$ cat src/rtl/hex_fmt_pkg.sv
// Shared types and ASCII constants for the hex line formatter.
package hex_fmt_pkg;

  typedef enum logic [2:0] {
    IDLE,
    ADDR,
    COLON,
    SPACE,
    DATA,
    CR,
    LF
  } state_e;

  localparam logic [7:0] CH_COLON = 8'h3A;
  localparam logic [7:0] CH_SPACE = 8'h20;
  localparam logic [7:0] CH_CR    = 8'h0D;
  localparam logic [7:0] CH_LF    = 8'h0A;
  localparam logic [7:0] CH_0     = 8'h30;
  localparam logic [7:0] CH_A     = 8'h41;

endpackage

$ cat src/rtl/hex_nibble_to_ascii.sv
// Combinational 4-bit nibble to uppercase ASCII hex digit.
module hex_nibble_to_ascii
  import hex_fmt_pkg::*;
(
  input  logic [3:0] nibble_i,
  output logic [7:0] ascii_o
);

  always_comb begin
    if (nibble_i < 4'd10) ascii_o = CH_0 + {4'h0, nibble_i};
    else                  ascii_o = CH_A + {4'h0, nibble_i} - 8'd10;
  end

endmodule

$ cat src/rtl/hex_line_formatter.sv
// Serialises {address, data} records into "AAAAAA: DDDDDDDD\r\n" lines,
// one byte per emitter ready pulse; all outputs registered.
module hex_line_formatter
  import hex_fmt_pkg::*;
#(
  parameter int ADDR_W = 24,
  parameter int DATA_W = 32
) (
  input  logic              i_clk,
  input  logic              i_rst,
  input  logic              i_valid,
  input  logic [ADDR_W-1:0] i_addr,
  input  logic [DATA_W-1:0] i_data,
  output logic              o_ready,
  output logic [7:0]        o_tx_data,
  output logic              o_tx_valid,
  input  logic              i_tx_ready,
  output logic              o_busy,
  output logic [15:0]       o_line_cnt
);

  localparam int ADDR_NIB = ADDR_W / 4;
  localparam int DATA_NIB = DATA_W / 4;
  localparam int MAX_NIB  = (ADDR_NIB > DATA_NIB) ? ADDR_NIB : DATA_NIB;
  localparam int IDX_W    = (MAX_NIB > 1) ? $clog2(MAX_NIB) : 1;

  localparam logic [IDX_W-1:0] ADDR_TOP = IDX_W'(ADDR_NIB - 1);
  localparam logic [IDX_W-1:0] DATA_TOP = IDX_W'(DATA_NIB - 1);

  state_e            state_q, state_d;
  logic [IDX_W-1:0]  idx_q, idx_d;
  logic [ADDR_W-1:0] addr_q, addr_d;
  logic [DATA_W-1:0] data_q, data_d;
  logic [7:0]        tx_data_q, tx_data_d;
  logic              tx_valid_q, tx_valid_d;
  logic              ready_q, ready_d;
  logic              busy_q, busy_d;
  logic [15:0]       line_cnt_q, line_cnt_d;

  logic              advance;
  logic [3:0]        nibble;
  logic [7:0]        hex_char;

  assign advance = tx_valid_q & i_tx_ready;

  // NOTE: every combinational output gets a default first so no path leaves it unassigned (no latch).
  always_comb begin
    state_d    = state_q;
    idx_d      = idx_q;
    addr_d     = addr_q;
    data_d     = data_q;
    tx_valid_d = tx_valid_q;
    ready_d    = ready_q;
    line_cnt_d = line_cnt_q;

    unique case (state_q)
      IDLE: begin
        if (i_valid && ready_q) begin
          addr_d     = i_addr;
          data_d     = i_data;
          idx_d      = ADDR_TOP;
          state_d    = ADDR;
          tx_valid_d = 1'b1;
          ready_d    = 1'b0;
        end
      end
      ADDR: begin
        if (advance) begin
          if (idx_q == '0) state_d = COLON;
          else             idx_d   = idx_q - 1'b1;
        end
      end
      COLON: if (advance) state_d = SPACE;
      SPACE: begin
        if (advance) begin
          state_d = DATA;
          idx_d   = DATA_TOP;
        end
      end
      DATA: begin
        if (advance) begin
          if (idx_q == '0) state_d = CR;
          else             idx_d   = idx_q - 1'b1;
        end
      end
      CR: if (advance) state_d = LF;
      LF: begin
        if (advance) begin
          state_d    = IDLE;
          tx_valid_d = 1'b0;
          ready_d    = 1'b1;
          line_cnt_d = line_cnt_q + 16'd1;
        end
      end
      default: state_d = IDLE;
    endcase

    busy_d = ~ready_d;
  end

  // The byte register is loaded from the next-state view so each byte is
  // presented the cycle after acceptance or after the previous pulse.
  always_comb begin
    if (state_d == DATA) nibble = 4'(data_d >> (4 * idx_d));
    else                 nibble = 4'(addr_d >> (4 * idx_d));
  end

  hex_nibble_to_ascii u_hex (
    .nibble_i (nibble),
    .ascii_o  (hex_char)
  );

  always_comb begin
    unique case (state_d)
      ADDR, DATA: tx_data_d = hex_char;
      COLON:      tx_data_d = CH_COLON;
      SPACE:      tx_data_d = CH_SPACE;
      CR:         tx_data_d = CH_CR;
      LF:         tx_data_d = CH_LF;
      default:    tx_data_d = 8'h00;
    endcase
  end

  // NOTE: sequential state uses non-blocking assignments so all registers update together.
  always_ff @(posedge i_clk or posedge i_rst) begin
    if (i_rst) begin
      state_q    <= IDLE;
      idx_q      <= '0;
      addr_q     <= '0;
      data_q     <= '0;
      tx_data_q  <= 8'h00;
      tx_valid_q <= 1'b0;
      ready_q    <= 1'b1;
      busy_q     <= 1'b0;
      line_cnt_q <= 16'd0;
    end else begin
      state_q    <= state_d;
      idx_q      <= idx_d;
      addr_q     <= addr_d;
      data_q     <= data_d;
      tx_data_q  <= tx_data_d;
      tx_valid_q <= tx_valid_d;
      ready_q    <= ready_d;
      busy_q     <= busy_d;
      line_cnt_q <= line_cnt_d;
    end
  end

  assign o_ready    = ready_q;
  assign o_busy     = busy_q;
  assign o_tx_data  = tx_data_q;
  assign o_tx_valid = tx_valid_q;
  assign o_line_cnt = line_cnt_q;

endmodule

$ cat config.mk
export PLATFORM = sky130hd
export DESIGN_NAME = hex_line_formatter
export DESIGN_NICKNAME = d
export VERILOG_FILES = /design/src/rtl/hex_fmt_pkg.sv /design/src/rtl/hex_nibble_to_ascii.sv /design/src/rtl/hex_line_formatter.sv
export SDC_FILE = /design/constraint.sdc
export NUM_CORES = 1
export LEC_CHECK = 0
export BUFFER_PORTS_ARGS = -buffer_cell sky130_fd_sc_hd__clkbuf_2
export CORE_AREA = 2 2 97 99
export CTS_CLUSTER_SIZE = 40
export DETAILED_ROUTE_END_ITERATION = 10
export DIE_AREA = 0 0 99 101
export PLACE_DENSITY = 0.69
export SLEW_MARGIN = 10
export SYNTH_ARGS = -nofsm -noshare
export SYNTH_HDL_FRONTEND = slang
export SYNTH_SLANG_ARGS = --single-unit
export TNS_END_PERCENT = 1
$ cat constraint.sdc
create_clock -name i_clk -period 4.4 [get_ports i_clk]
set_input_delay 0.88 -clock i_clk [delete_from_list [all_inputs] [get_ports i_clk]]
set_output_delay 0.88 -clock i_clk [all_outputs]
set_load 0.02 [all_outputs]
==> After elaboration in Yosys (flattened, before gate mapping) <==
Cells that the tools add are included.
{ "classes": {"n_addsub": 5, "order_cmp": 1, "n_eq_ne": 14, "shift": 2, "n_mux": 28, "n_bitwise": 2, "reduce_logical": 8} }
{ "ops": {"columns": ["cell", "n"], "rows": [
  ["32-bit two-way mux", 2],
  ["24-bit two-way mux", 2],
  ["8-bit case mux with 5 select lines", 1],
  ["3-bit two-way mux", 13],
  ["32-bit by 5-bit >> shifter with 4-bit output", 1],
  ["24-bit by 5-bit >> shifter with 4-bit output", 1],
  ["3-bit case mux with 7 select lines", 1],
  ["3-bit equality test (second input constant)", 6],
  ["16-bit by 1-bit adder with 16-bit output (second input constant)", 1],
  ["3-bit by 2-bit equality test with 1-bit output (second input constant)", 4],
  ["3-bit case mux with 3 select lines", 1],
  ["7-bit by 4-bit adder with 8-bit output (first input constant)", 1],
  ["8-bit two-way mux", 1],
  ["8-bit by 4-bit subtractor with 8-bit output (second input constant)", 1],
  ["6-bit by 4-bit adder with 7-bit output (first input constant)", 1],
  ["3-bit by 1-bit equality test with 1-bit output (second input constant)", 2],
  ["3-bit zero test", 2],
  ["4-bit less-than comparator (second input constant)", 1],
  ["1-bit two-way mux", 4],
  ["4-bit two-way mux", 1],
  ["2-bit != test (second input constant)", 2],
  ["1-bit case mux with 2 select lines", 2],
  ["2-bit OR reduction", 2],
  ["3-bit AND reduction", 1],
  ["other kinds (6)", 6]
]} }
{ "word_totals": {"reg_bits": 89, "inputBits": 60, "wordCells": 69} }

==> Logic depth before layout (Yosys ltp) <==
Gate-level depths: netlist of run 1.
{ "logic_depth": {"depth_word": 10, "mapped_depth": 16, "ltp_nobuf": 15} }

==> By module <==
A second synthesis of run 1 with hierarchy kept.
{ "unflattened": {"hier_cells": 373, "hier_area_um2": 4326.6} }
{ "modules_own_cells": {"columns": ["module", "n_inst", "cells_each", "area_per_inst_um2"], "rows": [
  ["hex_line_formatter", 1, 357, 4221.5],
  ["hex_nibble_to_ascii", 1, 16, 105.1]
]} }

==> Worst setup path after synthesis of run 1 <==
No wires, ideal clock.
{ "synth_timing": {"path_type": "in2reg", "startpoint": "input port i_tx_ready", "endpoint": "register tx_data_q[1], in the netlist o_tx_data[1]", "arrival_ns": 3.453, "required_time_ns": 4.245, "path_slack_ns": 0.792, "stages": 13, "n_path_buf": 0, "cell_sequence": "nand2_1 > or4_4 > xnor2_4 > nor2_4 > clkinv_8 > mux2i_1 > mux2_2 > mux2_2 > mux2_2 > ha_1 > inv_1 > o2111ai_1 > o21ai_1"} }
{ "synth_via": {"elab_chain_len": 9, "word_cells_on_any_way": 27} }
{ "synth_lines": {"columns": ["item", "line_no", "source"], "rows": [
  ["start, declared", "hex_line_formatter.sv:17", "input logic i_tx_ready,"],
  ["1-bit AND *", "hex_line_formatter.sv:44", "assign advance = tx_valid_q & i_tx_ready;"],
  ["3-bit two-way mux (tied with other cells)", "hex_line_formatter.sv:81", "if (advance) begin"],
  ["3-bit case mux with 3 select lines / 3-bit case mux with 7 select lines (equally long branches)", "hex_line_formatter.sv:56", "unique case (state_q)"],
  ["24-bit by 5-bit >> shifter with 4-bit output (tied with other cells)", "hex_line_formatter.sv:105", "else nibble = 4'(addr_d >> (4 * idx_d));"],
  ["4-bit two-way mux", "hex_line_formatter.sv:104", "if (state_d == DATA) nibble = 4'(data_d >> (4 * idx_d));"],
  ["7-bit by 4-bit adder with 8-bit output", "hex_nibble_to_ascii.sv:11", "else ascii_o = CH_A + {4'h0, nibble_i} - 8'd10;"],
  ["8-bit by 4-bit subtractor with 8-bit output", "hex_nibble_to_ascii.sv:11", null],
  ["8-bit two-way mux", "hex_nibble_to_ascii.sv:10", "if (nibble_i < 4'd10) ascii_o = CH_0 + {4'h0, nibble_i};"],
  ["8-bit case mux with 5 select lines *", "hex_line_formatter.sv:114", "unique case (state_d)"],
  ["net tx_data_d[1]", "hex_line_formatter.sv:34", "logic [7:0] tx_data_q, tx_data_d;"],
  ["end signal, assigned", "hex_line_formatter.sv:141", "tx_data_q <= tx_data_d;"],
  ["end, declared", "hex_line_formatter.sv:34", null]
]} }
Mark *: on every way through the listed nets, which the timed path passes. The rest lies on a longest branch.
A chain may end at the register's enable or synchronous reset.

==> Worst setup path after layout of run 1 <==
{ "layout_timing": {"startpoint": "register idx_q[0]", "endpoint": "register tx_data_q[0], in the netlist o_tx_data[0]"} }
{ "layout_via": {"elab_chain_len": 10, "word_cells_on_any_way": 28} }
{ "layout_lines": {"columns": ["item", "line_no", "source"], "rows": [
  ["start, declared", "hex_line_formatter.sv:31", "logic [IDX_W-1:0] idx_q, idx_d;"],
  ["start signal, assigned", "hex_line_formatter.sv:138", "idx_q <= idx_d;"],
  ["3-bit by 1-bit subtractor with 3-bit output / 3-bit zero test (equally long branches)", null, null],
  ["3-bit two-way mux (on tied branches)", "hex_line_formatter.sv:69, hex_line_formatter.sv:82", null],
  ["3-bit two-way mux (on tied branches)", "hex_line_formatter.sv:81, hex_line_formatter.sv:68", null],
  ["3-bit case mux with 3 select lines / 3-bit case mux with 7 select lines (equally long branches)", "hex_line_formatter.sv:56", null],
  ["24-bit by 5-bit >> shifter with 4-bit output (tied with other cells)", "hex_line_formatter.sv:105", null],
  ["4-bit two-way mux", "hex_line_formatter.sv:104", null],
  ["7-bit by 4-bit adder with 8-bit output", "hex_nibble_to_ascii.sv:11", null],
  ["8-bit by 4-bit subtractor with 8-bit output", "hex_nibble_to_ascii.sv:11", null],
  ["8-bit two-way mux", "hex_nibble_to_ascii.sv:10", null],
  ["8-bit case mux with 5 select lines *", "hex_line_formatter.sv:114", null],
  ["net tx_data_d[0]", "hex_line_formatter.sv:34", null]
]} }
Marked as above.

==> summary.md, run 1 <==
| Metric | Value |
|---|---|
| Hold Fails Final Rpt | 0 |
| Worst-path clk slew | 90 ps |
| Syn. warnings | 0 |
| LEAKAGE | 2.48 nW |
| Sequential share of power | 0.577 |
| Min cycle time layout | 3710 ps |
| Hold Path Class | reg2reg |
| Tot Pwr | 1.40 mW |
| Post-synth top area cell | dfrtp_1 |
| Hold Crit Depth | 1 |
| Reg-to-reg slack, setup | 690 ps |
| Sequential cell area | 2200 um2 |
| Non-Filler Instances | 548 |
| Layout fillers | 770 |
| # diodes | 0 |
| Sw power | 309 uW |
| Initial Util | 0.485 |
| Slowest CP cell | o221ai_1 |
| Port bufs | 85 |
| Fin util | 0.565 |
| Layout cell share with drive strength beyond 1 | 0.421 |
| Unrepaired setup endpoints after global routing | no |
| Net count after synthesis | 410 |
| Critical R2R Capture | o_tx_data[0] |
| Cell Int Power | 1.09 mW |
| Worst hold start | o_line_cnt[15] |
| H-tree depth | 3 |
| Placeable Area | 8980 um2 |
| Placed Instances | 533 |
| Synth Instances | 346 |
| Metal3 WL | 367 um |
| Fin crit share | 0.844 |
| Max Slew Vio Count | 0 |
| Root Buffer | clkbuf_8 |
| DRT Wirelength | 8.79 mm |
| Net Sw Frac | 0.221 |
| Crit end category | register |
| Vias in the first global route | 3014 |
| Hpwl dp | 6.50 mm |
| IO Count | 87 |
| Final setup TNS | 0 ps |
| Largest net degree at the start of global routing | 55 |
| Final Skew | 9.49 ps |
| Run status | finished clean |
| Synth Flop Type | dfrtp_1 |
| Worst-Skew Late Latency | 360 ps |
| Worst slew margin | 0.337 |
| DRC | 0 |
| CTS tree | built |
| Setup violators final | 0 |
| Detailed-route via count | 2957 |
| Syn Area/Cell | 12.6 um2 |
| First-pass GRT wire length | 14.7 mm |
| Row Count | 35 |
| Post-route ant nets | 0 |
| DR iter-0 viols | 118 |
| Comb pwr share | 0.032 |
| Die X | 99 um |
| CTS Buf Count | 9 |
| Max Used Layer | met4 |
| Yosys reg bits | 88 |
| Post CTS Setup Buffer Count | 0 |
| Wire per inst | 16.0 um |
| Total GRT Usage | 0.188 |
| CTS max path bufs | 2 |
| Worst VDD drop | 139 uV |
| Maxcap violations | 0 |
| P per Cell Area | 276 nW/um2 |
| Count of cell types in the netlist | 57 |
| CP Launch Type | register |
| Worst EP arrival | 4000 ps |
| Vias/cell | 5.40 |
| Router iterations before antenna repair | 4 |
| Asr flop ratio synth | 1.00 |
| Kind of critical path | reg2reg |
| Multi-input logic area | 2000 um2 |
| Final worst slack | 688 ps |
| Cells along the critical path | inv_1 -> ha_1 -> nor2b_1 -> or4_4 -> o221ai_1 -> nand2b_1 -> o22ai_1 -> a211oi_2 -> nor2_2 -> a2111o_1 -> nand3_1 |
| Clk pwr share | 0.391 |
| Sequential area share after synthesis | 0.506 |
| PostCTS Resize Cnt | 0 |
| Chip height | 101 um |
| Gr ovfl total | 0 |
| Fmax | 269 MHz |
| Worst path required time | 4690 ps |
| Synthesized area | 4350 um2 |
| Final GP Congestion | 0.881 |
| Met1 Wirelength | 3.76 mm |
| Worst Hold Path EP | o_line_cnt[15] |
| Max FO, Critical Path | 13 |
| Reg-to-Reg Start | idx_q[0] |
| CP peak stage delay | 810 ps |
| Initial antenna violation count | 0 |
| Post-place setup slack | 512 ps |
| Slew @ Worst Pin | 994 ps |
| Number of nets in the layout | 497 |
| Clock sinks | 88 |
| Yosys top cell area share | 0.500 |
| Post-synth EDFFs | 0 |
| Die area | 10000 um2 |
| Register-to-Register Path Depth | 11 |
| Synth top area cells | dfrtp_1 50%, mux2_2 17%, mux2i_1 6.9% |
| Layout area overhead | 16.7% |
| Metal2 WL | 4.56 mm |
| Hold-fix buffers at CTS | 0 |
==> placed cells by master (no fill, tap or decap), types with 7 or more instances in the layout <==
master    synthesis  routed
nand2_1          17      17
mux2_2           64      64
buf_4             2       8
xnor2_1          14      14
nand3_1           7       7
dfrtp_1          87      87
nor2_1           10      10
inv_1            11      10
clkbuf_8          0       9
nand4_1           7       7
mux2i_1          30      30
clkbuf_2          0      85
==> synthesized netlist by cell type (all sizes together), types with 3 or more instances <==
| library cell | n |
|---|---|
| xnor2 | 15 |
| ha | 4 |
| dfrtp | 87 |
| nand2b | 5 |
| inv | 11 |
| nand4 | 7 |
| a211oi | 4 |
| nor2 | 12 |
| mux2 | 68 |
| a21oi | 3 |
| buf | 10 |
| clkbuf | 7 |
| nand2 | 18 |
| mux2i | 30 |
| and4 | 3 |
| o211ai | 3 |
| xor2 | 3 |
| o2111ai | 5 |
| and2 | 3 |
| nand3 | 7 |
| o21ai | 7 |
==> cells by family after synthesis <==
logic type / after synthesis / share of synthesized area
AO/OA/AOI/OAI: 38 / 0.0664
XOR/XNOR: 18 / 0.0406
adder cells (fa/ha/maj): 5 / 0.0138
buffers and inverters: 29 / 0.0334
flip-flops: 88 / 0.506
multiplexers: 98 / 0.247
other: 1 / 0.000862
AND/OR/NAND/NOR: 69 / 0.0917
==> power by group through the flow <==
stage | Clock (mW) | Sequential (mW) | Combinational, mW
floorplan | 0 | 0.824 | 0.0150
global placement | 0 | 0.824 | 0.0463
detailed placement | 0 | 0.824 | 0.0469
CTS | 0.564 | 0.808 | 0.0470
global route | 0.595 | 0.808 | 0.0516
finish | 0.547 | 0.808 | 0.0450
==> worst max-delay path, delay by kind of cell (launching register included) <==
family	cells	cell delay (ps)
compound gates	4	1670
simple gates	5	1200
flops	1	460
fa+ha+maj	1	230
buf+inv	1	90
==> layer usage <==
| metal | GRT usage | vias up |
|---|---|---|
| met1 | 0.236 | 1485 |
| met5 | 0 | - |
| li1 | - | 1414 |
| met4 | 0.0537 | 0 |
| met3 | 0.0472 | 8 |
| met2 | 0.323 | 50 |
==> worst max path at each step <==
stage / slack (ps) / from / to
5_1_grt: 420 / idx_q[0] / o_tx_data[1]
3_3_place_gp: 630 / i_tx_ready / o_tx_data[0]
2_1_floorplan: 790 / i_tx_ready / o_tx_data[1]
4_1_cts: 730 / idx_q[0] / o_tx_data[0]
6_report: 690 / idx_q[0] / o_tx_data[0]
3_5_place_dp: 510 / i_tx_ready / o_tx_data[0]
==> through the flow <==
| step | hold WS (ps) | area, um2 |
|---|---|---|
| after floorplan | 460 | 4350 |
| after global placement | 456 | 4890 |
| after detailed placement | 464 | 4890 |
| after CTS | 477 | 5070 |
| after global routing | 490 | 5070 |
| final | 473 | 5070 |
==> flip-flops by register name, summed over array words and instances, names as in the netlist <==
name        flops
o_tx_data       7
o_busy          1
state_q         3
o_ready         1
data_q         32
o_line_cnt     16
addr_q         24
o_tx_valid      1
idx_q           3
==> area by class of cell <==
| type | count | share of cell area |
|---|---|---|
| Sequential cell | 88 | 0.434 |
| Multi-Input combinational cell | 229 | 0.394 |
| Timing Repair Buffer | 93 | 0.0957 |
| Tap cell | 111 | 0.0274 |
| Clock buffer | 11 | 0.0259 |
| Inverter | 12 | 0.0116 |
| Clock inverter | 4 | 0.0108 |
Power figures use the tool's default switching activity.
==> run 2, diff against run 1 <==
Settings changed: PLACE_DENSITY 0.69 to 0.72.
Clock period 4.4 ns to 3.3 ns, I/O delays scaled along.
==> summary.md, run 2 (synthesis gave the netlist of run 1 again) <==
| Metric | Value |
|---|---|
| Hold Path Class | reg2reg |
| Port bufs | 85 (unchanged) |
| Layout area overhead | 21.4% |
| Min cycle time layout | 3270 ps (-445 ps) |
| Chip height | 101 um (unchanged) |
| Placeable Area | 8980 um2 (unchanged) |
| Hold Fails Final Rpt | 0 (unchanged) |
| Run status | finished clean |
| Most common cell after layout, fill and taps aside | dfrtp_1 |
| Layout cell share with drive strength beyond 1 | 0.461 (+0.0395) |
| LEAKAGE | 2.59 nW (+4.4%) |
| Kind of critical path | reg2reg |
| Number of nets in the layout | 515 (+3.6%) |
| Post-Layout Inst Area | 5280 um2 (+4.1%) |
| CP peak stage delay | 530 ps (-280 ps) |
| Largest register FFs | 32 (unchanged) |
| Largest net degree at the start of global routing | 62 (+13%) |
| Initial antenna violation count | 0 (unchanged) |
| Post-route ant nets | 0 (unchanged) |
| Hpwl dp | 6.44 mm (-0.85%) |
| Worst-Skew Late Latency | 370 ps (about the same) |
| CTS max path bufs | 2 (unchanged) |
| GRT Max-Usage Layer | met2 |
| H-tree depth | 3 (unchanged) |
| Fmax | 306 MHz (+14%) |
| Hold-fix buffers at CTS | 0 (unchanged) |
| Non-Filler Instances | 567 (+3.5%) |
| Initial Util | 0.485 (unchanged) |
| Met3 Track Usage GR | 0.0485 (+0.00139) |
| Slew @ Worst Pin | 1150 ps (+159 ps) |
| Buf/Inv on CP | 3 (+2) |
| Sequential cell area | 2200 um2 (unchanged) |
| Max FO, Critical Path | 6 (-7) |
| Root Buffer | clkbuf_8 |
| Most frequent cells in the layout | 87 x dfrtp_1, 85 x clkbuf_2, 63 x mux2_2 |
| CTS tree | built |
| Family with the most delay on the worst path | multiplexers |
| Router iterations before antenna repair | 4 (unchanged) |
| Final Skew | 10.5 ps (+1.02 ps) |
| Worst path required time | 3500 ps (-1190 ps) |
| First-pass GRT wire length | 14.5 mm (-1.4%) |
| Vias in the first global route | 3096 (+2.7%) |
| Crit end category | register |
| Multi-input logic area | 2050 um2 (+2.2%) |
| # diodes | 0 (unchanged) |
| Final GP Congestion | 0.846 (-3.9%) |
| Vias/cell | 5.26 (-2.6%) |
| GRT met1 Usage | 0.246 (+0.0103) |
| Wire per inst | 15.2 um (-5.1%) |
| Detailed-route via count | 2980 (+0.78%) |
| Cells along the critical path | inv_2 -> ha_4 -> nor2b_4 -> or4_4 -> xnor2_4 -> nor2_4 -> clkinv_8 -> mux2i_1 -> mux2_2 -> mux2_2 -> mux2_4 -> ha_4 -> inv_1 -> o2111ai_1 -> o21ai_1 |
| Unrepaired setup endpoints after global routing | yes |
| Die area | 10000 um2 (unchanged) |
| CTS Buf Count | 9 (unchanged) |
| Fin crit share | 0.990 (+0.146) |
| P per Cell Area | 344 nW/um2 (+25%) |
| IO Count | 87 (unchanged) |
| Post CTS Setup Buffer Count | 0 (unchanged) |
| DRT Wirelength | 8.63 mm (-1.8%) |
| Max Slew Vio Count | 0 (unchanged) |
| Die X | 99 um (unchanged) |
| Layout fillers | 740 (-3.9%) |
| Maxcap violations | 0 (unchanged) |
| CP Launch Type | register |
| DP Area | 5090 um2 (+4.1%) |
| Gr ovfl total | 0 (unchanged) |
| Worst slew margin | 0.219 (-0.118) |
| Worst VDD drop | 240 uV (+72%) |
| Worst EP arrival | 3470 ps (-530 ps) |
| Fin util | 0.588 (+0.0230) |
| Setup violators final | 0 (unchanged) |
| Clock sinks | 88 (unchanged) |
| DR iter-0 viols | 100 (-15%) |
| Worst-path clk slew | 80 ps (about the same) |
| Total GRT Usage | 0.184 (-0.00341) |
| DRC | 0 (unchanged) |
| M2 GR Usage | 0.294 (-0.0291) |
| Slowest CP cell | or4_4 |
| Largest Register | data_q |
| Row Count | 35 (unchanged) |
| Placed Instances | 551 (+3.4%) |
[run 2: final timing paths]
kind                            slack (ps)        endpoint      startpoint  depth (start not counted)
worst min register to register         470  o_line_cnt[15]  o_line_cnt[15]                          1
worst max-delay path                    30    o_tx_data[1]        idx_q[0]                         15
worst min-delay path                   470  o_line_cnt[15]  o_line_cnt[15]                          1
min in group asynchronous              480       addr_q[3]           i_rst                          2
max in group asynchronous             2000       data_q[2]           i_rst                          3
worst max register to register          30    o_tx_data[1]        idx_q[0]                         15
[run 2: routing by layer]
layer	part of all wire	wire length (um)
met5	0	0
met4	0.014	123
met3	0.052	445
met1	0.46	3980
met2	0.47	4090
[run 2: repair_timing]
| item | in CTS | in global routing |
|---|---|---|
| endpoints found under the setup margin | 2 | 7 |
| resized for setup | 0 | 5 |
| pin swaps | 3 | 0 |
[run 2: per-stage QoR]
stage | TNS [ps] | hold WS, ps | worst slack, ps | power [mW]
floorplan | -274 | 460 | -154 | 1.12
global placement | -284 | 456 | -118 | 1.16
detailed placement | -488 | 456 | -181 | 1.17
CTS | 0 | 472 | 4.01 | 1.84
global route | -376 | 486 | -151 | 1.89
finish | 0 | 468 | 32.9 | 1.81
[run 2: area by class of cell]
class	count	area share
well taps	111	0.0263
repair buffers	111	0.125
clock buffers	11	0.0268
flip-flops and latches	88	0.417
multi-input cells	229	0.388
inverters	12	0.0111
clock inverters	5	0.00640
[run 2: where the power goes]
| part | switching [mW] | total (mW) | leakage [nW] | internal, mW |
|---|---|---|---|---|
| clock | 0.381 | 0.674 | 0.0853 | 0.293 |
| combinational | 0.0345 | 0.0639 | 1.28 | 0.0294 |
| sequential | 0 | 1.08 | 1.22 | 1.08 |
